## config.mk

```make
export PLATFORM = sky130hd
export DESIGN_NAME = avalon_mem_fill_check_master_flat
export DESIGN_NICKNAME = d
export VERILOG_FILES = /design/src/rtl/avalon_mem_fill_check_master_if.sv /design/src/rtl/avalon_mem_fill_check_master.sv /design/src/flat_wrapper.sv
export SDC_FILE = /design/constraint.sdc
export NUM_CORES = 1
export LEC_CHECK = 0
export CORE_ASPECT_RATIO = 1.4
export CORE_MARGIN = 4
export CORE_UTILIZATION = 30
export DETAILED_ROUTE_END_ITERATION = 10
export PLACE_DENSITY = 0.53
export SLEW_MARGIN = 0
export SYNTH_ARGS = -nofsm -noshare
export SYNTH_HDL_FRONTEND = slang
export SYNTH_SLANG_ARGS = --single-unit
export TNS_END_PERCENT = 1
```

## constraint.sdc

```tcl
create_clock -name clk -period 8.6 [get_ports clk]
set_input_delay 2.15 -clock clk [delete_from_list [all_inputs] [get_ports clk]]
set_output_delay 2.15 -clock clk [all_outputs]
set_load 0.05 [all_outputs]
```

## src/rtl/avalon_mem_fill_check_master_if.sv

```systemverilog
// Avalon-MM master/slave bus bundle used by the fill-and-check memory test engine.
interface avalon_mem_fill_check_master_if #(
   parameter int unsigned ADDR_W = 16
) ();
   logic [ADDR_W-1:0] avm_address;
   logic              avm_read;
   logic              avm_write;
   logic [31:0]       avm_writedata;
   logic [3:0]        avm_byteenable;
   logic              avm_waitrequest;
   logic [31:0]       avm_readdata;
   logic              avm_readdatavalid;

   modport master (
      output avm_address, avm_read, avm_write, avm_writedata, avm_byteenable,
      input  avm_waitrequest, avm_readdata, avm_readdatavalid
   );

   modport slave (
      input  avm_address, avm_read, avm_write, avm_writedata, avm_byteenable,
      output avm_waitrequest, avm_readdata, avm_readdatavalid
   );
endinterface

```

## src/rtl/avalon_mem_fill_check_master.sv

```systemverilog
// Built-in memory test engine: writes seed+i over a word range, reads it back and
// reports pass/fail, a saturating error count and the first failing byte address.
module avalon_mem_fill_check_master #(
   parameter int unsigned ADDR_W = 16,
   parameter int unsigned CNT_W  = 14,
   parameter int unsigned ERR_W  = 16
) (
   input  logic                           clk,
   input  logic                           reset,
   input  logic                           start,
   input  logic [ADDR_W-1:0]              base_addr,
   input  logic [CNT_W-1:0]               word_count,
   input  logic [31:0]                    seed,
   output logic                           busy,
   output logic                           done,
   output logic                           pass,
   output logic [ERR_W-1:0]               err_count,
   output logic [ADDR_W-1:0]              first_err_addr,
   avalon_mem_fill_check_master_if.master avm
);

   localparam logic [2:0] StIdle   = 3'd0;
   localparam logic [2:0] StWrite  = 3'd1;
   localparam logic [2:0] StRdReq  = 3'd2;
   localparam logic [2:0] StRdWait = 3'd3;
   localparam logic [2:0] StDone   = 3'd4;

   logic [2:0]        state_q, state_d;
   logic [ADDR_W-1:0] base_q, base_d;
   logic [CNT_W-1:0]  cnt_q, cnt_d;
   logic [31:0]       seed_q, seed_d;
   logic [CNT_W-1:0]  idx_q, idx_d;
   logic [ERR_W-1:0]  err_q, err_d;
   logic [ADDR_W-1:0] first_q, first_d;
   logic              pass_q, pass_d;

   logic [CNT_W-1:0]  next_idx;
   logic              last;
   logic [ADDR_W-1:0] cur_addr;
   logic [31:0]       cur_data;
   logic              mismatch;

   assign next_idx = idx_q + CNT_W'(1);
   assign last     = (next_idx == cnt_q);
   assign cur_addr = base_q + ADDR_W'({idx_q, 2'b00});
   assign cur_data = seed_q + 32'(idx_q);
   assign mismatch = (avm.avm_readdata != cur_data);

   always_comb begin
      state_d = state_q;
      base_d  = base_q;
      cnt_d   = cnt_q;
      seed_d  = seed_q;
      idx_d   = idx_q;
      err_d   = err_q;
      first_d = first_q;
      pass_d  = pass_q;
      case (state_q)
         StIdle: begin
            if (start) begin
               state_d = StWrite;
               base_d  = {base_addr[ADDR_W-1:2], 2'b00};
               cnt_d   = word_count;
               seed_d  = seed;
               idx_d   = '0;
               err_d   = '0;
               first_d = '0;
               pass_d  = 1'b0;
            end
         end
         StWrite: begin
            // An empty range still spends one cycle here, so done lands 2 cycles after start.
            if (cnt_q == '0) begin
               state_d = StDone;
               pass_d  = 1'b1;
            end else if (!avm.avm_waitrequest) begin
               if (last) begin
                  idx_d   = '0;
                  state_d = StRdReq;
               end else begin
                  idx_d = next_idx;
               end
            end
         end
         StRdReq: begin
            if (!avm.avm_waitrequest) state_d = StRdWait;
         end
         StRdWait: begin
            if (avm.avm_readdatavalid) begin
               if (mismatch) begin
                  if (!(&err_q)) err_d = err_q + ERR_W'(1);
                  if (err_q == '0) first_d = cur_addr;
               end
               if (last) begin
                  state_d = StDone;
                  pass_d  = (err_q == '0) && !mismatch;
               end else begin
                  idx_d   = next_idx;
                  state_d = StRdReq;
               end
            end
         end
         StDone:  state_d = StIdle;
         default: state_d = StIdle;
      endcase
   end

   always_ff @(posedge clk) begin
      if (reset) begin
         state_q <= StIdle;
         base_q  <= '0;
         cnt_q   <= '0;
         seed_q  <= '0;
         idx_q   <= '0;
         err_q   <= '0;
         first_q <= '0;
         pass_q  <= 1'b0;
      end else begin
         state_q <= state_d;
         base_q  <= base_d;
         cnt_q   <= cnt_d;
         seed_q  <= seed_d;
         idx_q   <= idx_d;
         err_q   <= err_d;
         first_q <= first_d;
         pass_q  <= pass_d;
      end
   end

   assign busy           = (state_q == StWrite) || (state_q == StRdReq) || (state_q == StRdWait);
   assign done           = (state_q == StDone);
   assign pass           = pass_q;
   assign err_count      = err_q;
   assign first_err_addr = first_q;

   assign avm.avm_address    = cur_addr;
   assign avm.avm_writedata  = cur_data;
   assign avm.avm_byteenable = 4'hF;
   assign avm.avm_write      = (state_q == StWrite) && (cnt_q != '0);
   assign avm.avm_read       = (state_q == StRdReq);

endmodule

```

## src/flat_wrapper.sv

```systemverilog
// flat-port wrapper written by rule: the top's interface ports become plain ports
module avalon_mem_fill_check_master_flat 
#(
   parameter int unsigned ADDR_W = 16,
   parameter int unsigned CNT_W  = 14,
   parameter int unsigned ERR_W  = 16
)
  (clk, reset, start, base_addr, word_count, seed, busy, done, pass, err_count, first_err_addr, avm_avm_address, avm_avm_read, avm_avm_write, avm_avm_writedata, avm_avm_byteenable, avm_avm_waitrequest, avm_avm_readdata, avm_avm_readdatavalid);
  avalon_mem_fill_check_master_if #(.ADDR_W(ADDR_W)) avm_i ();
  input  logic clk;
  input  logic reset;
  input  logic start;
  input  logic [ADDR_W-1:0] base_addr;
  input  logic [CNT_W-1:0] word_count;
  input  logic [31:0] seed;
  output logic busy;
  output logic done;
  output logic pass;
  output logic [ERR_W-1:0] err_count;
  output logic [ADDR_W-1:0] first_err_addr;
  output wire logic [$bits(avm_i.avm_address)-1:0] avm_avm_address;
  output wire logic [$bits(avm_i.avm_read)-1:0] avm_avm_read;
  output wire logic [$bits(avm_i.avm_write)-1:0] avm_avm_write;
  output wire logic [$bits(avm_i.avm_writedata)-1:0] avm_avm_writedata;
  output wire logic [$bits(avm_i.avm_byteenable)-1:0] avm_avm_byteenable;
  input wire logic [$bits(avm_i.avm_waitrequest)-1:0] avm_avm_waitrequest;
  input wire logic [$bits(avm_i.avm_readdata)-1:0] avm_avm_readdata;
  input wire logic [$bits(avm_i.avm_readdatavalid)-1:0] avm_avm_readdatavalid;
  assign avm_avm_address = avm_i.avm_address;
  assign avm_avm_read = avm_i.avm_read;
  assign avm_avm_write = avm_i.avm_write;
  assign avm_avm_writedata = avm_i.avm_writedata;
  assign avm_avm_byteenable = avm_i.avm_byteenable;
  assign avm_i.avm_waitrequest = avm_avm_waitrequest;
  assign avm_i.avm_readdata = avm_avm_readdata;
  assign avm_i.avm_readdatavalid = avm_avm_readdatavalid;
  avalon_mem_fill_check_master #(.ADDR_W(ADDR_W), .CNT_W(CNT_W), .ERR_W(ERR_W)) u_core (.clk(clk), .reset(reset), .start(start), .base_addr(base_addr), .word_count(word_count), .seed(seed), .busy(busy), .done(done), .pass(pass), .err_count(err_count), .first_err_addr(first_err_addr), .avm(avm_i));
endmodule
```

==> metrics.yaml, run 1 <==
outcome:
  outcome: "complete, no violations"
global_route:
  grt_pass1_wl_um: 45900
  grt_antenna_before_repair: 0
  grt_usage_pct: 19.3
  grt_max_degree: 96
  grt_overflow_total: 0
  first_global_vias: 8217
finish:
  fin_cells: 1582
  final_cell_area_sq_mm: 0.0105
  final_nets: 1344
  diodes: 0
  drive_gt1_share_pct: 5.18
  syn_to_final_growth_pct: 26.7
  fillers: 2854
clocking:
  cts_resized: 0
  clock-sinks: 108
  cts_made_buffers: 9
  cts_htree_levels: 3
  postCtsHoldBufs: 0
  cts_post_setup_buffers_inserted: 0
  cts-root-buf: "clkbuf_16"
  clk_pin_slew_ps: 80
  insertion_delay_ps: 360
  cts_tree: "yes"
  clock_tree.buffer_depth: 2
drt:
  met2_length_um: 15100
  drt_iter0_markers: 531
  wl_um: 29600
  firstDrtPassIters: 5
  viasPerCell: 5.24
  met1_length_um: 12200
  dr_total_vias: 8285
  ant_nets: 0
  wl_per_cell_um: 18.7
  drcViolationCount: 0
  highest_layer: "met4"
  wl_met3_um: 1360
timing:
  fin_crit_ps: 6690
  setup_viol: 0
  post-route-period-util_pct: 77.8
  finalHoldViolCount: 0
  max_slew_margin_pct: 21.5
  rsz0062_at_grt: "no"
  skew_ps: 10.3
  worst_slack_ps: 1910
  report.final.slew_viol_count: 0
  worst_slew_pin_slew_ps: 1170
  fmax_mhz: 150
  timing.setup.tns_ps: 0
yosys:
  yosys_most_used_dff: "dfxtp_1"
  synth_compound_area_share_pct: 21.8
  mappedNetlistArea_sq_mm: 0.00826
  syn_inst: 1087
  synth_edf_count: 0
  ys_seq_elements: 108
  synth_top_family_by_area: "simple AND/OR/NAND/NOR gates"
  synth_cell_type_count: 92
  synth_top_area_share_pct: 26.2
  synth_xor_area_share_pct: 10.1
  yosysWarnings: 0
  synth_top_area_cell: "dfxtp_1"
  synth.area.mux_share_pct: 2.94
  synth-async-reset-ratio_pct: 0
  avgSynthCellArea_sq_um: 7.60
  yosys.area_share.simple_pct: 27.7
  yosys-top-cells-area: "dfxtp_1 26%, nand2_1 9.1%, a21oi_1 6.5%"
  ys_seq_area_share_pct: 26.2
  synth_adder_area_share_pct: 5.03
setup_path:
  cp_top_family: "compound AO/OA/AOI/OAI gates"
  path_buf_inv: 2
  cp_max_fo: 11
  required_ps: 6450
  crit_path_cell_trace: "ha_1, inv_1, fa_1, nand2b_1, a211oi_2, o211ai_2, nand2_1, nand2_1, xnor2_1, clkdlybuf4s50_1"
  worst_setup_path_end_kind: "primary output"
  max_stage_delay_ps: 870
  arrival_ps: 4540
  crit_slowest_cell: "clkdlybuf4s50_1"
  path_common_cell: "nand2_1"
  start_kind: "register"
  critPathKind: "register to primary output"
hold_path:
  hp-class: "register to register"
die:
  fp.dieH_um: 204
  dieArea_sq_mm: 0.0303
  rows: 71
  die_w_um: 148
  ios: 188
  core_sq_mm: 0.0270
  start_util_pct: 30.6
job:
  drv_cap: 0
placement:
  portBuffers: 177
  dpl_cell_area_sq_mm: 0.0102
  gp_congestion: 0.954
  place_ws_ps: 2330
  post-place-cells: 1567
  dp_hpwl_um: 22900
power_and_ir_drop:
  power_mw: 1.82
  power_density_mw_per_mm2: 174
  p_leak_nw: 3.82
  vdd_drop_max_mv: 0.0955
layer usage:
metal  global-route usage [%]  vias up
li1                         -     4109
met1                     22.5     3932
met2                     34.7      200
met3                     3.42       44
met4                     7.49        0
met5                        0        -
sequential cells by signal, summed over array words and instances (netlist names):
register and flops:
u_core.first_err_addr 14, u_core.seed_q 32, u_core.base_q 14, u_core.state_q 3
u_core.cnt_q 14, u_core.idx_q 14, u_core.pass 1, u_core.err_count 16
metrics by stage:
step                hold WS [ps]  utilization, %
floorplan                    440               -
global placement             444            37.7
detailed placement           450            37.7
CTS                          463            38.7
global route                 486            38.7
finish                       458            38.7
cells by family (layout without fill, tap and decap cells):
family | Yosys count | after routing
AOI/OAI and AO/OA | 259 | 259
xor gates and xnor gates | 81 | 81
adders and majority gates | 32 | 32
buffers and inverters | 108 | 232
DFF | 108 | 108
muxes | 24 | 24
other | 2 | 8
and+or+nand+nor | 473 | 473
power by group:
group | switching (mW) | total, mW | leakage [nW] | internal [mW]
clock network | 0.205 | 0.430 | 0.138 | 0.225
logic | 0.486 | 0.780 | 2.81 | 0.294
registers | 0.0628 | 0.608 | 0.880 | 0.546
total | 0.754 | 1.82 | 3.82 | 1.06
placed cells by master (no fill, tap or decap), types with 22 or more instances in the layout:
master	n
o21ai_0	22
xnor2_1	51
inv_1	33
clkdlybuf4s50_1	176
a21oi_1	107
ha_1	30
nand3_1	32
nor2_1	75
mux2i_1	22
nand4_1	22
nand2_1	200
dfxtp_1	108
nor3_1	26
layout make-up:
cell class              instances  area [sq um]  share of cell area, %
clock buffers                   9           225                   2.15
clock inverters                 6          63.8                  0.610
inverters                      34           128                   1.22
multi-input cells             877          5620                   53.7
flip-flops and latches        108          2160                   20.7
well taps                     365           457                   4.36
repair buffers                183          1810                   17.3
path summary, 6_finish.rpt:
| kind | startpoint | to | slack (ps) | cells past startpoint |
|---|---|---|---|---|
| setup / recovery | u_core.idx_q[0]$_SDFFE_PP0P_ | avm_avm_writedata[30] | 1910 | 10 |
| hold / removal | u_core.base_q[2]$_SDFFE_PP0P_ | u_core.base_q[2]$_SDFFE_PP0P_ | 460 | 2 |
| setup reg to reg | u_core.idx_q[0]$_SDFFE_PP0P_ | u_core.first_err_addr[3]$_SDFFE_PP0P_ | 2970 | 13 |
| hold reg to reg | u_core.base_q[2]$_SDFFE_PP0P_ | u_core.base_q[2]$_SDFFE_PP0P_ | 460 | 2 |
synthesized netlist by cell type (all sizes together) (5+ instances only):
| master | number |
|---|---|
| a2111oi | 6 |
| a211o | 7 |
| a211oi | 11 |
| a21o | 6 |
| a21oi | 109 |
| a31oi | 6 |
| a32o | 11 |
| and2 | 9 |
| and3 | 14 |
| buf | 32 |
| clkbuf | 41 |
| dfxtp | 108 |
| ha | 30 |
| inv | 33 |
| mux2i | 22 |
| nand2 | 202 |
| nand2b | 10 |
| nand3 | 32 |
| nand3b | 6 |
| nand4 | 22 |
| nor2 | 75 |
| nor2b | 10 |
| nor3 | 27 |
| nor3b | 10 |
| nor4 | 17 |
| o211ai | 19 |
| o21a | 5 |
| o21ai | 28 |
| o311ai | 5 |
| or2 | 8 |
| or3 | 17 |
| xnor2 | 51 |
| xnor3 | 9 |
| xor2 | 21 |
worst register-to-register path, delay by kind of cell, from the launching register on:
family	cells	cell delay, ps
AO/OA/AOI/OAI	4	1530
adder cells (fa/ha/maj)	2	670
buffers and inverters	1	70
flip-flops	1	560
multiplexers	1	350
AND/OR/NAND/NOR	5	2340
Note: power is estimated with default switching activity, not from simulation.
==> run 2, diff against run 1 <==
PLACE_DENSITY = 0.55   (was 0.53)
clock period = 5.7 ns   (was 8.6 ns; I/O delays follow)
==> metrics.yaml, run 2 (synthesis results as in run 1) <==
outcome:
  outcome: "complete, no violations"  # unchanged
drt:
  firstDrtPassIters: 5  # unchanged
  ant_nets: 0  # unchanged
  wl_um: 29000  # was 29,600 um
  drt_iter0_markers: 564  # was 531
  dr_total_vias: 8361  # was 8,285
  wl_per_cell_um: 18.2  # was 18.7 um
  drcViolationCount: 0  # unchanged
  viasPerCell: 5.25  # was 5.24
placement:
  gp_congestion: 0.922  # was 0.954
  dpl_cell_area_sq_mm: 0.0102  # about the same
  portBuffers: 177  # unchanged
  dp_hpwl_um: 22600  # was 22,900 um
timing:
  fmax_mhz: 183
  finalHoldViolCount: 0  # unchanged
  report.final.slew_viol_count: 0  # unchanged
  fin_crit_ps: 5480
  skew_ps: 15.3  # was 10.3 ps
  timing.setup.tns_ps: 0  # unchanged
  worst_slew_pin_slew_ps: 1150  # was 1170 ps
  max_slew_margin_pct: 22.8  # was 21.5%
  rsz0062_at_grt: "no"  # unchanged
  hold-worst-slack_ps: 461  # was 458 ps
  post-route-period-util_pct: 96.1
  setup_viol: 0  # unchanged
clocking:
  clock_tree.buffer_depth: 2  # unchanged
  clk_pin_slew_ps: 80  # about the same
  cts_made_buffers: 9  # unchanged
  cts_htree_levels: 3  # unchanged
  cts_resized: 0  # unchanged
  postCtsHoldBufs: 0  # unchanged
  cts-root-buf: "clkbuf_16"  # unchanged
  cts_tree: "yes"  # unchanged
  cts_post_setup_buffers_inserted: 0  # unchanged
  insertion_delay_ps: 360  # about the same
  clock-sinks: 108  # unchanged
global_route:
  grt_usage_pct: 18.5  # was 19.3%
  use_met3_pct: 3.42  # unchanged
  grt_max_degree: 95  # was 96
  grt_use_met1_pct: 21.9  # was 22.5%
  grt.met2_usage_pct: 33.5  # was 34.7%
  grt_pass1_wl_um: 44300  # was 45,900 um
  first_global_vias: 8007  # was 8,217
  grt_antenna_before_repair: 0  # unchanged
  grt_overflow_total: 0  # unchanged
  grt.busiest_layer: "met2"  # unchanged
job:
  drv_cap: 0  # unchanged
die:
  ios: 188  # unchanged
  dieArea_sq_mm: 0.0303  # unchanged
  fp.dieH_um: 204  # unchanged
  rows: 71  # unchanged
  die_w_um: 148  # unchanged
  start_util_pct: 30.6  # unchanged
  core_sq_mm: 0.0270  # unchanged
power_and_ir_drop:
  power_density_mw_per_mm2: 264  # was 174 mW/mm^2
  power_mw: 2.78  # was 1.82 mW
  vdd_drop_max_mv: 0.157  # was 0.0955 mV
  p_leak_nw: 3.89  # was 3.82 nW
setup_path:
  required_ps: 4280  # was 6450 ps
  arrival_ps: 4050  # was 4540 ps
  start_kind: "register"  # unchanged
  critPathKind: "register to primary output"  # unchanged
  cp_max_fo: 7  # was 11
  worst_setup_path_end_kind: "primary output"  # unchanged
finish:
  diodes: 0  # unchanged
  final_cell_mix: "200 x nand2_1, 173 x clkdlybuf4s50_1, 108 x dfxtp_1"  # was 200 x nand2_1, 176 x clkdlybuf4s50_1, 108 x dfxtp_1
  layout_commonest_cell: "nand2_1"  # unchanged
  final_nets: 1355  # was 1,344
  syn_to_final_growth_pct: 27.8  # was 26.7%
  drive_gt1_share_pct: 6.27  # was 5.18%
  largest_register: "u_core.seed_q"  # unchanged
  largest_reg_flops: 32  # unchanged
  final_cell_area_sq_mm: 0.0106  # was 0.0105 sq mm
hold_path:
  hp-class: "register to register"  # unchanged
[run 2: cell types whose count changed in the layout (fill, tap and decap cells not counted), sizes merged]
cell           delta
inv               +2
clkdlybuf4s50     -3
clkinvlp          -2
buf              +14
clkbuf            +1
[run 2: cell type report]
cell class / instances / area, sq um
inverters: 34 / 128
well taps: 365 / 457
clock buffers: 10 / 229
multi-input cells: 877 / 5620
repair buffers: 194 / 1890
flip-flops and latches: 108 / 2160
fillers: 2866 / 16400
clock inverters: 6 / 78.8
[run 2: path summary, 6_finish.rpt]
check	startpoint	end	slack (ps)	cells past startpoint
max	u_core.idx_q[1]$_SDFFE_PP0P_	avm_avm_writedata[12]	220	9
min reg2reg	u_core.seed_q[0]$_SDFFE_PP0P_	u_core.seed_q[0]$_SDFFE_PP0P_	460	2
max reg2reg	u_core.idx_q[1]$_SDFFE_PP0P_	u_core.first_err_addr[3]$_SDFFE_PP0P_	840	13
min	u_core.seed_q[0]$_SDFFE_PP0P_	u_core.seed_q[0]$_SDFFE_PP0P_	460	2
[run 2: layer usage]
metal,wire [um],vias to the layer above
li1,-,4142
met1,11900,3930
met2,14700,240
met3,1430,49
met4,954,0
met5,0,-
[run 2: critical path: stages, from the launching register on]
cell and delay, ps:
dfxtp_1 480, inv_1 190, fa_1 480, nand2b_1 190, a211oi_2 630, o21a_2 270
a21oi_1 60, o21ai_1 380, xor2_1 180, clkdlybuf4s50_1 820
[run 2: where the power goes]
group,total (mW),switching [mW],internal (mW)
sequential,0.916,0.0930,0.823
combinational,1.19,0.736,0.451
clock,0.680,0.329,0.352
[run 2: stage by stage]
stage / setup slack (ps) / utilization [%] / instances
2_1_floorplan: 785 / - / 1093
3_3_place_gp: 588 / 38.0 / 1578
3_5_place_dp: 608 / 38.0 / 1578
4_1_cts: 198 / 39.1 / 1594
5_1_grt: 16.3 / 39.1 / 1594
6_report: 222 / 39.1 / 1594
